## src/rtl/vga_plot_arbiter.sv

```systemverilog
// Round-robin arbiter sharing one VGA pixel-write port among N_REQ drawing engines,
// with a built-in full-screen clear engine that pre-empts every requester.
module vga_plot_arbiter #(
    parameter int N_REQ    = 4,
    parameter int SCREEN_W = 160,
    parameter int SCREEN_H = 120
) (
    input  logic               clk,
    input  logic               rst,
    input  logic [N_REQ-1:0]   req,
    input  logic [8*N_REQ-1:0] req_x,
    input  logic [7*N_REQ-1:0] req_y,
    input  logic [3*N_REQ-1:0] req_colour,
    output logic [N_REQ-1:0]   gnt,
    input  logic               clear_start,
    input  logic [2:0]         clear_colour,
    output logic               clear_busy,
    output logic               clear_done,
    output logic [7:0]         vga_x,
    output logic [6:0]         vga_y,
    output logic [2:0]         vga_colour,
    output logic               vga_plot
);

    localparam int PW = (N_REQ > 1) ? $clog2(N_REQ) : 1;

    typedef enum logic {ARB, CLEAR} state_t;

    state_t        state, state_next;
    logic [PW-1:0] ptr;
    logic [PW-1:0] gnt_idx;
    logic          gnt_valid;
    logic [PW:0]   cand;
    logic [7:0]    cnt_x;
    logic [6:0]    cnt_y;
    logic [2:0]    fill_colour;
    logic [7:0]    sel_x;
    logic [6:0]    sel_y;
    logic [2:0]    sel_colour;
    logic          sel_visible;
    logic          last_pixel;

    assign last_pixel  = (cnt_x == 8'(SCREEN_W - 1)) && (cnt_y == 7'(SCREEN_H - 1));
    assign sel_x       = req_x[int'(gnt_idx) * 8 +: 8];
    assign sel_y       = req_y[int'(gnt_idx) * 7 +: 7];
    assign sel_colour  = req_colour[int'(gnt_idx) * 3 +: 3];
    assign sel_visible = (int'(sel_x) < SCREEN_W) && (int'(sel_y) < SCREEN_H);

    always_ff @(posedge clk or posedge rst) begin
        if (rst) begin
            state <= ARB;
        end else begin
            state <= state_next;
        end
    end

    // Requests are searched from the slot after the last winner; a clear request blocks all grants.
    always_comb begin
        state_next = state;
        gnt        = '0;
        gnt_idx    = '0;
        gnt_valid  = 1'b0;
        cand       = '0;
        case (state)
            ARB: begin
                if (clear_start) begin
                    state_next = CLEAR;
                end else begin
                    for (int k = 1; k <= N_REQ; k++) begin
                        cand = {1'b0, ptr} + (PW+1)'(k);
                        if (cand >= (PW+1)'(N_REQ)) begin
                            cand = cand - (PW+1)'(N_REQ);
                        end
                        if (!gnt_valid && req[cand[PW-1:0]]) begin
                            gnt_valid = 1'b1;
                            gnt_idx   = cand[PW-1:0];
                        end
                    end
                    if (gnt_valid) begin
                        gnt[gnt_idx] = 1'b1;
                    end
                end
            end
            CLEAR: begin
                if (last_pixel) begin
                    state_next = ARB;
                end
            end
            default: state_next = ARB;
        endcase
    end

    // The clear counters track the pixel currently on the outputs, so (0,0) is loaded on entry.
    always_ff @(posedge clk or posedge rst) begin
        if (rst) begin
            ptr         <= PW'(N_REQ - 1);
            cnt_x       <= '0;
            cnt_y       <= '0;
            fill_colour <= '0;
            vga_x       <= '0;
            vga_y       <= '0;
            vga_colour  <= '0;
            vga_plot    <= 1'b0;
            clear_busy  <= 1'b0;
            clear_done  <= 1'b0;
        end else begin
            clear_done <= 1'b0;
            case (state)
                ARB: begin
                    if (clear_start) begin
                        fill_colour <= clear_colour;
                        cnt_x       <= '0;
                        cnt_y       <= '0;
                        vga_x       <= '0;
                        vga_y       <= '0;
                        vga_colour  <= clear_colour;
                        vga_plot    <= 1'b1;
                        clear_busy  <= 1'b1;
                    end else if (gnt_valid) begin
                        ptr        <= gnt_idx;
                        vga_x      <= sel_x;
                        vga_y      <= sel_y;
                        vga_colour <= sel_colour;
                        vga_plot   <= sel_visible;
                    end else begin
                        vga_plot <= 1'b0;
                    end
                end
                CLEAR: begin
                    if (last_pixel) begin
                        vga_plot   <= 1'b0;
                        clear_busy <= 1'b0;
                        clear_done <= 1'b1;
                    end else begin
                        if (cnt_x == 8'(SCREEN_W - 1)) begin
                            cnt_x <= '0;
                            cnt_y <= cnt_y + 7'd1;
                            vga_x <= '0;
                            vga_y <= cnt_y + 7'd1;
                        end else begin
                            cnt_x <= cnt_x + 8'd1;
                            vga_x <= cnt_x + 8'd1;
                        end
                        vga_colour <= fill_colour;
                        vga_plot   <= 1'b1;
                    end
                end
                default: ;
            endcase
        end
    end

endmodule

```

## config.mk

```make
export PLATFORM = sky130hd
export DESIGN_NAME = vga_plot_arbiter
export DESIGN_NICKNAME = d
export VERILOG_FILES = /design/src/rtl/vga_plot_arbiter.sv
export SDC_FILE = /design/constraint.sdc
export NUM_CORES = 1
export LEC_CHECK = 0
export ABC_CLOCK_PERIOD_IN_PS = 2080
export CAP_MARGIN = 20
export CELL_PAD_IN_SITES_DETAIL_PLACEMENT = 1
export CELL_PAD_IN_SITES_GLOBAL_PLACEMENT = 2
export CORE_AREA = 2 2 141 88
export CTS_BUF_LIST = sky130_fd_sc_hd__clkbuf_8
export DETAILED_ROUTE_END_ITERATION = 8
export DIE_AREA = 0 0 143 90
export GPL_TIMING_DRIVEN = 0
export HOLD_SLACK_MARGIN = 0.1
export PLACE_DENSITY = 0.87
export SYNTH_ARGS = -nofsm -noshare
export SYNTH_HDL_FRONTEND = slang
export SYNTH_SLANG_ARGS = --single-unit
```

## constraint.sdc

```tcl
create_clock -name clk -period 2.08 [get_ports clk]
set_clock_uncertainty 0.05 [all_clocks]
set_input_delay 0.416 -clock clk [delete_from_list [all_inputs] [get_ports clk]]
set_output_delay 0.416 -clock clk [all_outputs]
set_load 0.005 [all_outputs]
```

==> metrics.md <==
| Metric | Value |
|---|---|
| Status | `finished with violations` |
| Violated checks | `setup timing` |
| Fillers | `1,282` |
| Worst path required time | `2.21 ns` |
| DIE AREA | `12,870 µm²` |
| CORE AREA | `about 12,000 µm²` |
| Worst-skew pair later-pin latency | `0.30 ns` |
| Final Cycle Share | `1.222` |
| Setup CP Type | `register to register` |
| Combinational share of power | `0.462` |
| Average cell area after synthesis | `10.04 µm²` |
| LEAKAGE | `about 0.0019 µW` |
| Initial Util | `0.2338` |
| CP Data Arrival Time | `2.68 ns` |
| Sequential area share after synthesis | `0.3859` |
| Die span in x | `143 µm` |
| Top FF cell, synth | `dfrtp_1` |
| DR vias | `2,825` |
| Final net count | `roughly 500` |
| Synth Area in Compound Gates | `0.1806` |
| TritonCTS clock tree | `done` |
| Async SR Flop Fraction | `1.000` |
| Hold slack final | `0.4157 ns` |
| Rel. slew slack | `0.4453` |
| DR iter-0 viols | `approximately 140` |
| Vias in the first global route | `about 3,200` |
| Worst Path Max Fanout | `4` |
| Port bufs | `106` |
| Number of vias per cell | `4.829` |
| H-tree Lvls | `2` |
| Synth Instances | `approximately 270` |
| Post-synth top area cell | `dfrtp_1` |
| Main combinational cell family by area after synthesis | `multiplexers` |
| YS warnings | `0` |
| First-pass GRT wire length | `16.85 mm` |
| P_sw | `1108 µW` |
| Mapped Area | `2730 µm²` |
| Clock buffer count from CTS | `5` |
| DRT Pass-1 Iters | `4` |
| Flop pwr share | `0.347` |
| Share of cells above drive strength 1 | `0.3333` |
| GRT Residual Overflow | `0` |
| Synth top area share | `0.3666` |
| Die Y | `roughly 90 µm` |
| Xor/xnor share of the synthesized area | `0.03208` |
| Worst min path class | `input pin to async pin` |
| I/O pin count | `107` |
| Ant. Diodes | `0` |
| Initial antenna violation count | `0` |
| Number of enable flip-flop cells after synthesis | `0` |
| Final Hold Viols | `0` |
| Largest net degree at the start of global routing | `24` |
| Power per cell area | `699.3 nW/µm²` |
| Mux share of post-synthesis cell area | `0.1874` |
| Slew @ Worst Pin | `0.8320 ns` |
| Int Power | `2279 µW` |
| Routability congestion estimate | `between 0.8 and 0.9` |
| Switching part of the total | `0.3271` |
| Hold buffer count at cts | `0` |
| Dpl hpwl | `7.597 mm` |
| Endpoints failing setup | `30` |
| Clock transition at path regs | `0.09 ns` |
| Remaining DRCs | `0` |
| Min cycle time layout | `2.541 ns` |
| Max clock buf depth | `2` |
| GRT Overall Usage | `0.1681` |
| Clock sinks | `42` |
| Crit start category | `register` |
| Syn_nets | `356` |
| Final core utilization | `0.4149` |
| Worst setup EP type | `register` |
| Max Cap Violations | `0` |
| Row count | `31` |
| Synth Register Bits | `42` |
| Root Driver | `clkbuf_8` |
| Clock share of power | `0.191` |
| Slew Limit Fails | `0` |
| RSZ-0062 raised after global routing | `yes` |
| Post-synth cell types | `56` |
| Antenna-violating nets left | `0` |
| Synth Area in Adders | `0.009166` |
| WL per Instance | `18.84 µm` |
| Area growth syn-to-layout | `77.41%` |
| Worst VDD drop | `approximately 280 µV` |
| Largest cells by area after synthesis | `dfrtp_1 37%, mux4_2 13%, nand2_1 5.2%` |
| FMAX | `393.6 MHz` |
| Setup ws final | `-0.4609 ns` |
| Synthesized-area fraction occupied by and/or/nand/nor cells | `0.1687` |
| Routed wire length | `11.02 mm` |
==> cell usage in the layout, fill, tap and decap left out, types with 8 or more instances in the layout <==
cell type	Yosys	layout
clkdlybuf4s50_1	0	98
dfrtp_1	40	40
nand2_1	38	34
buf_4	2	22
o21ai_1	6	17
mux4_2	16	16
nor2_1	17	14
o21ai_2	1	8
buf_6	2	8
a21oi_2	2	8
==> state kept, by name, summed over array words and instances (netlist names), 2 cells and up <==
register,cells
vga_x,8
vga_y,7
ptr,2
cnt_y,7
vga_colour,3
cnt_x,8
fill_colour,3
==> per-stage QoR <==
stage | TNS (ns) | instances | power (µW) | instance area, µm² | worst slack, ns
after floorplan | -1.686 | 272 | 1792 | 2760 | -0.1344
after global placement | -35.13 | 543 | 2305 | 4028 | -1.296
after detailed placement | -23.53 | 544 | 2352 | 4048 | -1.360
after CTS | -6.857 | 577 | 3215 | 4569 | -0.4214
after global routing | -10.75 | 585 | 3578 | 4843 | -0.5292
final | -8.241 | 585 | 3387 | 4843 | -0.4609
==> cell usage after synthesis (3+ instances only) <==
master and instances:
o21ai_1 6, dfrtp_1 40, xor2_1 5, clkbuf_1 5
a22oi_1 4, mux2i_1 5, and2_1 4, buf_2 4
xnor2_1 5, o21ai_0 25, mux2_2 8, nand2b_1 4
nand2_1 38, mux4_2 16, nor2_1 17, nor2b_1 3
a21oi_1 13, nand3_1 10, a21o_1 4, inv_1 5
o31ai_1 5
==> repair_timing <==
item | CTS | global route
setup buffers | 25 | 11
pin swaps | 11 | 23
gates cloned | 0 | 1
setup endpoints to repair | 34 | 33
gates resized for setup | 71 | 57
==> cell type report <==
| class | count | area, µm² | area share |
|---|---|---|---|
| timing repair buffer | 142 | 1445 | 0.2984 |
| buffer | 11 | 92.59 | 0.01912 |
| tap | 165 | 206.4 | 0.04262 |
| multi-input combinational | 211 | 1914 | 0.3952 |
| inverter | 6 | 25.02 | 0.005167 |
| clock buffer | 5 | 68.82 | 0.01421 |
| sequential | 42 | 1054 | 0.2175 |
| clock inverter | 3 | 37.54 | 0.007750 |
==> routing by layer <==
layer  global-route usage  vias to the layer above  share of wire
li1                     -                     1307              -
met1               0.2218                     1416           0.45
met2               0.2723                       93           0.48
met3              0.04955                        9          0.063
met4              0.03713                        0         0.0079
met5                    0                        -              0
==> power groups by stage <==
stage          Clock (µW)  Sequential, µW  Combinational, µW
2_1_floorplan           0            1150                638
3_3_place_gp            0            1170               1140
3_5_place_dp            0            1180               1170
4_1_cts               653            1170               1400
5_1_grt               690            1200               1680
6_report              646            1180               1560
==> worst max-delay path, cell delays in order (launching register included) <==
cell and delay [ns]:
dfstp_2 0.62, buf_4 0.16, a21bo_4 0.14, a21oi_4 0.08
nor2_4 0.19, buf_8 0.16, mux4_2 0.51, mux2_4 0.28
mux2i_1 0.13, o21ai_1 0.10
==> cell families (layout without fill, tap and decap cells) <==
group                    after synthesis  after routing
flip-flops                            42             42
multiplexers                          30             30
buffers and inverters                 19            167
XOR/XNOR                              10             10
AND/OR/NAND/NOR                       92             92
adder cells (fa/ha/maj)                2              2
AO/OA/AOI/OAI                         77             77
==> final timing paths <==
path,from,endpoint,slack (ns),cells past startpoint
hold / removal,rst,vga_x[4],0.42,2
setup reg to reg,ptr[1],vga_colour[1],-0.46,9
max in group asynchronous,rst,ptr[1],0.98,3
hold reg to reg,vga_x[0],vga_x[0],0.44,2
min in group clk,vga_x[0],vga_x[0],0.44,2
setup / recovery,ptr[1],vga_colour[1],-0.46,9
(Power assumes the default switching activity.)
